## src/rtl/hdmi_sched_pkg.sv

```systemverilog
// Shared types and widths for the HDMI frame-buffer read scheduler.
package hdmi_sched_pkg;
  localparam int FPIX_W = 22;
  localparam int LEN_W  = 8;

  typedef enum logic [2:0] {
    S_IDLE,
    S_CLEAR,
    S_CHECK,
    S_REQ,
    S_BUSY,
    S_SETTLE
  } state_e;
endpackage

```

## src/rtl/hdmi_fb_rd_sched_vs_edge_det.sv

```systemverilog
// Registered frame-start detector: one-cycle pulse on the edge of vs into its active level.
module vs_edge_det #(
  parameter bit VS_POL = 1'b1
) (
  input  logic clk,
  input  logic rst_n,
  input  logic vs,
  output logic fs
);
  logic vs_q, vs_d;
  logic fs_q, fs_d;

  always_comb begin
    vs_d = vs;
    fs_d = (vs == VS_POL) && (vs_q != VS_POL);
  end

  // vs_q resets to the active level so a sync already active at reset is not a frame start
  always_ff @(posedge clk or negedge rst_n) begin
    if (!rst_n) begin
      vs_q <= VS_POL;
      fs_q <= 1'b0;
    end else begin
      vs_q <= vs_d;
      fs_q <= fs_d;
    end
  end

  assign fs = fs_q;
endmodule

```

## src/rtl/hdmi_fb_rd_sched.sv

```systemverilog
// Frame-buffer burst read scheduler: keeps the pixel FIFO topped up and restarts
// the read pointer and FIFO at each frame start.
module hdmi_fb_rd_sched
  import hdmi_sched_pkg::*;
#(
  parameter int unsigned       ADDR_W     = 24,
  parameter int unsigned       BURST_LEN  = 64,
  parameter int unsigned       FIFO_DEPTH = 1024,
  parameter logic [ADDR_W-1:0] FRAME_BASE = '0,
  parameter bit                VS_POL     = 1'b1
) (
  input  logic              pixel_clk,
  input  logic              sys_rst_n,
  input  logic              video_vs,
  input  logic [10:0]       h_disp,
  input  logic [10:0]       v_disp,
  input  logic [10:0]       fifo_wr_cnt,
  input  logic              fifo_empty,
  input  logic              data_req,
  output logic              fifo_clr,
  output logic              rd_req,
  output logic [ADDR_W-1:0] rd_addr,
  output logic [7:0]        rd_len,
  input  logic              rd_ack,
  input  logic              rd_done,
  output logic              underflow,
  output logic [7:0]        frame_cnt
);
  logic fs;

  state_e              state_q, state_d;
  logic [FPIX_W-1:0]   issued_q, issued_d;
  logic [FPIX_W-1:0]   frame_pix_q, frame_pix_d;
  logic                pend_q, pend_d;
  logic [7:0]          frame_cnt_q, frame_cnt_d;
  logic                underflow_q, underflow_d;
  logic                fifo_clr_q, fifo_clr_d;
  logic                rd_req_q, rd_req_d;
  logic [ADDR_W-1:0]   rd_addr_q, rd_addr_d;
  logic [LEN_W-1:0]    rd_len_q, rd_len_d;

  logic [FPIX_W-1:0]   remain;
  logic [LEN_W-1:0]    len_cur;
  logic                fits;

  vs_edge_det #(.VS_POL(VS_POL)) u_vs_edge (
    .clk   (pixel_clk),
    .rst_n (sys_rst_n),
    .vs    (video_vs),
    .fs    (fs)
  );

  // Length of the next burst and whether the FIFO has room for all of it
  always_comb begin
    remain = frame_pix_q - issued_q;
    if (remain > FPIX_W'(BURST_LEN)) len_cur = LEN_W'(BURST_LEN);
    else                             len_cur = remain[LEN_W-1:0];
    fits = (32'(fifo_wr_cnt) + 32'(len_cur)) <= FIFO_DEPTH;
  end

  always_comb begin
    state_d     = state_q;
    issued_d    = issued_q;
    frame_pix_d = frame_pix_q;
    pend_d      = pend_q;
    frame_cnt_d = frame_cnt_q;
    underflow_d = underflow_q;
    rd_addr_d   = rd_addr_q;
    rd_len_d    = rd_len_q;

    if (fs) frame_pix_d = FPIX_W'(h_disp) * FPIX_W'(v_disp);
    if (data_req && fifo_empty && (state_q != S_IDLE)) underflow_d = 1'b1;

    unique case (state_q)
      S_IDLE: if (fs) state_d = S_CLEAR;
      S_CLEAR: begin
        issued_d    = '0;
        frame_cnt_d = frame_cnt_q + 8'd1;
        pend_d      = 1'b0;
        state_d     = S_CHECK;
      end
      S_CHECK: begin
        if (fs)                                     state_d = S_CLEAR;
        else if ((issued_q != frame_pix_q) && fits) state_d = S_REQ;
      end
      // A frame start during an outstanding burst is deferred until the burst lands
      S_REQ: begin
        if (fs) pend_d = 1'b1;
        if (rd_ack) begin
          issued_d = issued_q + FPIX_W'(rd_len_q);
          state_d  = S_BUSY;
        end
      end
      S_BUSY: begin
        if (fs) pend_d = 1'b1;
        if (rd_done) state_d = S_SETTLE;
      end
      S_SETTLE: begin
        if (pend_q || fs) begin
          state_d = S_CLEAR;
          pend_d  = 1'b0;
        end else begin
          state_d = S_CHECK;
        end
      end
      default: state_d = S_IDLE;
    endcase

    // Address and length are captured once on entry to REQ and held until the ack
    if ((state_d == S_REQ) && (state_q != S_REQ)) begin
      rd_addr_d = FRAME_BASE + ADDR_W'(issued_q);
      rd_len_d  = len_cur;
    end

    fifo_clr_d = (state_d == S_CLEAR);
    rd_req_d   = (state_d == S_REQ);
  end

  always_ff @(posedge pixel_clk or negedge sys_rst_n) begin
    if (!sys_rst_n) begin
      state_q     <= S_IDLE;
      issued_q    <= '0;
      frame_pix_q <= '0;
      pend_q      <= 1'b0;
      frame_cnt_q <= '0;
      underflow_q <= 1'b0;
      fifo_clr_q  <= 1'b0;
      rd_req_q    <= 1'b0;
      rd_addr_q   <= FRAME_BASE;
      rd_len_q    <= '0;
    end else begin
      state_q     <= state_d;
      issued_q    <= issued_d;
      frame_pix_q <= frame_pix_d;
      pend_q      <= pend_d;
      frame_cnt_q <= frame_cnt_d;
      underflow_q <= underflow_d;
      fifo_clr_q  <= fifo_clr_d;
      rd_req_q    <= rd_req_d;
      rd_addr_q   <= rd_addr_d;
      rd_len_q    <= rd_len_d;
    end
  end

  assign fifo_clr  = fifo_clr_q;
  assign rd_req    = rd_req_q;
  assign rd_addr   = rd_addr_q;
  assign rd_len    = rd_len_q;
  assign underflow = underflow_q;
  assign frame_cnt = frame_cnt_q;
endmodule

```

## config.mk

```make
export PLATFORM = sky130hd
export DESIGN_NAME = hdmi_fb_rd_sched
export DESIGN_NICKNAME = d
export VERILOG_FILES = /design/src/rtl/hdmi_sched_pkg.sv /design/src/rtl/hdmi_fb_rd_sched_vs_edge_det.sv /design/src/rtl/hdmi_fb_rd_sched.sv
export SDC_FILE = /design/constraint.sdc
export NUM_CORES = 1
export LEC_CHECK = 0
export BUFFER_PORTS_ARGS = -buffer_cell sky130_fd_sc_hd__buf_4
export CELL_PAD_IN_SITES_DETAIL_PLACEMENT = 1
export CELL_PAD_IN_SITES_GLOBAL_PLACEMENT = 2
export CORE_UTILIZATION = 40
export CTS_BUF_LIST = sky130_fd_sc_hd__clkbuf_4
export DETAILED_ROUTE_END_ITERATION = 16
export PLACE_DENSITY = 0.83
export SLEW_MARGIN = 20
export SYNTH_ARGS = -nofsm -noshare
export SYNTH_HDL_FRONTEND = slang
export SYNTH_SLANG_ARGS = --single-unit
```

## constraint.sdc

```tcl
create_clock -name pixel_clk -period 6.24 [get_ports pixel_clk]
set_clock_uncertainty 0.1 [all_clocks]
set_input_delay 1.248 -clock pixel_clk [delete_from_list [all_inputs] [get_ports pixel_clk]]
set_output_delay 1.248 -clock pixel_clk [all_outputs]
set_load 0.02 [all_outputs]
```

==> impl_metrics.tcl <==
set metrics [dict create \
    hp-class "reg2reg" \
    ys_async_sr_fraction_pct 100 \
    comb_power_share_pct 73.6 \
    dr.first_iter.drc_count 272 \
    fin_nets 1387 \
    cts_tree "yes" \
    first_global_vias 8013 \
    yosys.area.top_type "dfrtp_1" \
    synth_top_cells_by_area "dfrtp_1, fa_1, ha_1" \
    clockRootBuffer "clkbuf_4" \
    rows 56 \
    insertion_delay_ns 0.49 \
    fp.dieW_um 158 \
    yosys_warnings 0 \
    cts_buffers 9 \
    die_height_um 158 \
    finalSetupViolCount 0 \
    worstPathArrival_ns 6.18 \
    wl_um 25700 \
    place_congestion 0.809 \
    clock_sinks 91 \
    finalCritPeriodShare_pct 94.4 \
    critPathKind "reg2reg" \
    area_growth_pct 13.7 \
    synth_area_mm2 0.00977 \
    postSynthCellCount 1070 \
    placed_cell_area_mm2 0.0110 \
    drv_cap 0 \
    clockBufferDepth 2 \
    cp_slowest_stage_delay_ns 0.48 \
    synth_flop_cell "dfrtp_1" \
    num_vias 7951 \
    avgSynthCellArea_um2 9.13 \
    worstMarginPinSlew_ns 0.846 \
    critPathCaptureType "register" \
    switching_share_pct 50.1 \
    core-area_mm2 0.0237 \
    yosysUniqueCellTypes 72 \
    critPathSlowestCell "dfrtp_1" \
    timing_hold_violations_final 0 \
    stdcell_area_mm2 0.0111 \
    p_per_area_mw_per_mm2 430 \
    reg2reg_slack_ns 0.35 \
    io_pins 83 \
    clkTransAtPathRegs_ns 0.17 \
    crit_chain "ha_1, inv_1, fa_1, a211oi_2, o211ai_1, nand2_1, nor2_1, o21ai_0, a211oi_1, and4b_2, nor2b_1, ha_1, fa_1, xor2_1, a2111oi_0, nand3_1, nor3_1, and4_1, o31a_1, nor2b_2, buf_12, mux2_2" \
    ctsHoldBuffers 0 \
    seqPwrFrac_pct 19.2 \
    worstPathRequired_ns 6.53 \
    grt_antenna_before_repair 1 \
    p_int_mw 2.38 \
    drc 0 \
    start_kind "register" \
    dieArea_mm2 0.0251 \
    synth_top_area_share_pct 23.0 \
    grt_overflow 0 \
    vdd_drop_max_uv 188 \
    avgRoutedWirePerCell_um 17.2 \
    maxSlewHeadroom_pct 43.6 \
    hpwl_um 21400 \
    yosysMostFrequentCell "inv_1" \
    synth_common_cells "inv_1, nand2_1, ha_1" \
    fin_crit_ns 5.89 \
    grt_pass1_wl_um 42200 \
    grt_max_degree 65 \
    grt.total_usage_pct 21.7 \
    via_per_inst 5.33 \
    ant_nets 0 \
    outcome "finished clean" \
    crit_fanout 23 \
    h-tree-depth 3 \
    slew_viol_final 0 \
    hold_ws_ns 0.397 \
    firstDrtPassIters 4 \
    synth_seq_cells 91 \
    drive_gt1_share_pct 17.3 \
    p_leak_nw 5.39 \
    p_sw_mw 2.39 \
    fmax_ghz 0.170 \
    seq_area_frac_synth_pct 23.3 \
    initial_core_util_pct 41.3 \
    io_buffers 80 \
    synth_edf_count 0 \
    clkPwrFrac_pct 7.2 \
]
-- flip-flops by register name, indices dropped and copies added, names as in the netlist, 3 cells and up --
| name | count |
|---|---|
| frame_pix_q | 22 |
| issued_q | 22 |
| rd_addr | 22 |
| frame_cnt | 8 |
| rd_len | 8 |
| state_q | 3 |
-- stage by stage --
step	util, %	total power, mW	setup WS, ns	std cells	TNS, ns
floorplan	-	3.42	0.0111	1072	0
finish	46.9	4.78	0.348	1491	0
CTS	46.9	4.83	0.304	1490	0
global route	46.9	5.28	-0.00603	1491	-0.00941
detailed placement	46.3	4.45	-0.225	1474	-1.00
global placement	46.3	4.37	-0.0735	1474	-0.221
-- placed cells by master (no fill, tap or decap), drive strengths merged, types with 8 or more instances in the layout --
cell / instances
a211oi: 10
a21o: 12
a21oi: 51
and2: 59
buf: 126
clkbuf: 9
dfrtp: 90
fa: 83
ha: 98
inv: 148
mux2: 42
mux2i: 9
nand2: 114
nand3: 28
nand4: 16
nor2: 42
nor2b: 8
nor3: 14
o211ai: 8
o21ai: 45
o21bai: 10
or3: 18
xnor2: 30
xor2: 19
-- cells by family (layout without fill, tap and decap cells) --
kind of cell / Yosys count / after routing / synth area share (%)
simple gates: 327 / 327 / 16.7
buf+inv: 187 / 286 / 7.40
compound gates: 183 / 183 / 12.8
fa+ha+maj: 181 / 181 / 29.5
flops: 91 / 91 / 23.3
mux: 51 / 51 / 5.80
xor+xnor: 49 / 49 / 4.39
other cells: 1 / 4 / 0.0384
-- layout make-up --
cell class / instances / area (um2)
flip-flops and latches: 91 / 2280
diodes: 1 / 2.50
inverters: 144 / 541
clock buffers: 9 / 67.6
repair buffers: 126 / 958
fillers: 2860 / 12600
well taps: 319 / 399
multi-input cells: 794 / 6790
clock inverters: 7 / 78.8
-- layer usage --
metal  vias to the layer above  share of wire [%]  track usage (%)
met5                         -                  0                0
met4                         0               0.85             3.94
met3                        17                2.4             2.31
met2                       100                 46             34.5
met1                      4057                 50             31.9
li1                       3777                  -                -
-- power by group through the flow --
stage          clock network, mW  logic, mW  registers [mW]
2_1_floorplan                  0       2.48           0.942
5_1_grt                    0.383       3.96           0.942
3_3_place_gp                   0       3.44           0.927
3_5_place_dp                   0       3.52           0.933
6_report                   0.345       3.52           0.917
4_1_cts                    0.362       3.54           0.921
-- final timing paths --
path / startpoint / end / depth (start not counted)
min in group asynchronous: sys_rst_n / rd_addr[0]$_DFFE_PN0P_ / 1
hold reg to reg: frame_cnt[7]$_DFFE_PN0P_ / frame_cnt[7]$_DFFE_PN0P_ / 1
hold / removal: frame_cnt[7]$_DFFE_PN0P_ / frame_cnt[7]$_DFFE_PN0P_ / 1
setup / recovery: issued_q[0]$_DFFE_PN0P_ / rd_addr[7]$_DFFE_PN0P_ / 22
setup reg to reg: issued_q[0]$_DFFE_PN0P_ / rd_addr[7]$_DFFE_PN0P_ / 22
max in group asynchronous: sys_rst_n / issued_q[10]$_DFFE_PN0P_ / 2
-- critical path, delay by kind of cell, from the launching register on --
family	cells	cell delay (ns)
AO/OA/AOI/OAI	6	1.64
multiplexers	1	0.35
buffers and inverters	2	0.25
XOR/XNOR	1	0.18
flip-flops	1	0.48
AND/OR/NAND/NOR	8	1.48
adder cells (fa/ha/maj)	4	1.28
-- what timing repair did --
item | CTS | global route
setup endpoints to repair | 0 | 24
setup buffers | 0 | 0
gates resized for setup | 0 | 1
Power figures use the tool's default switching activity.
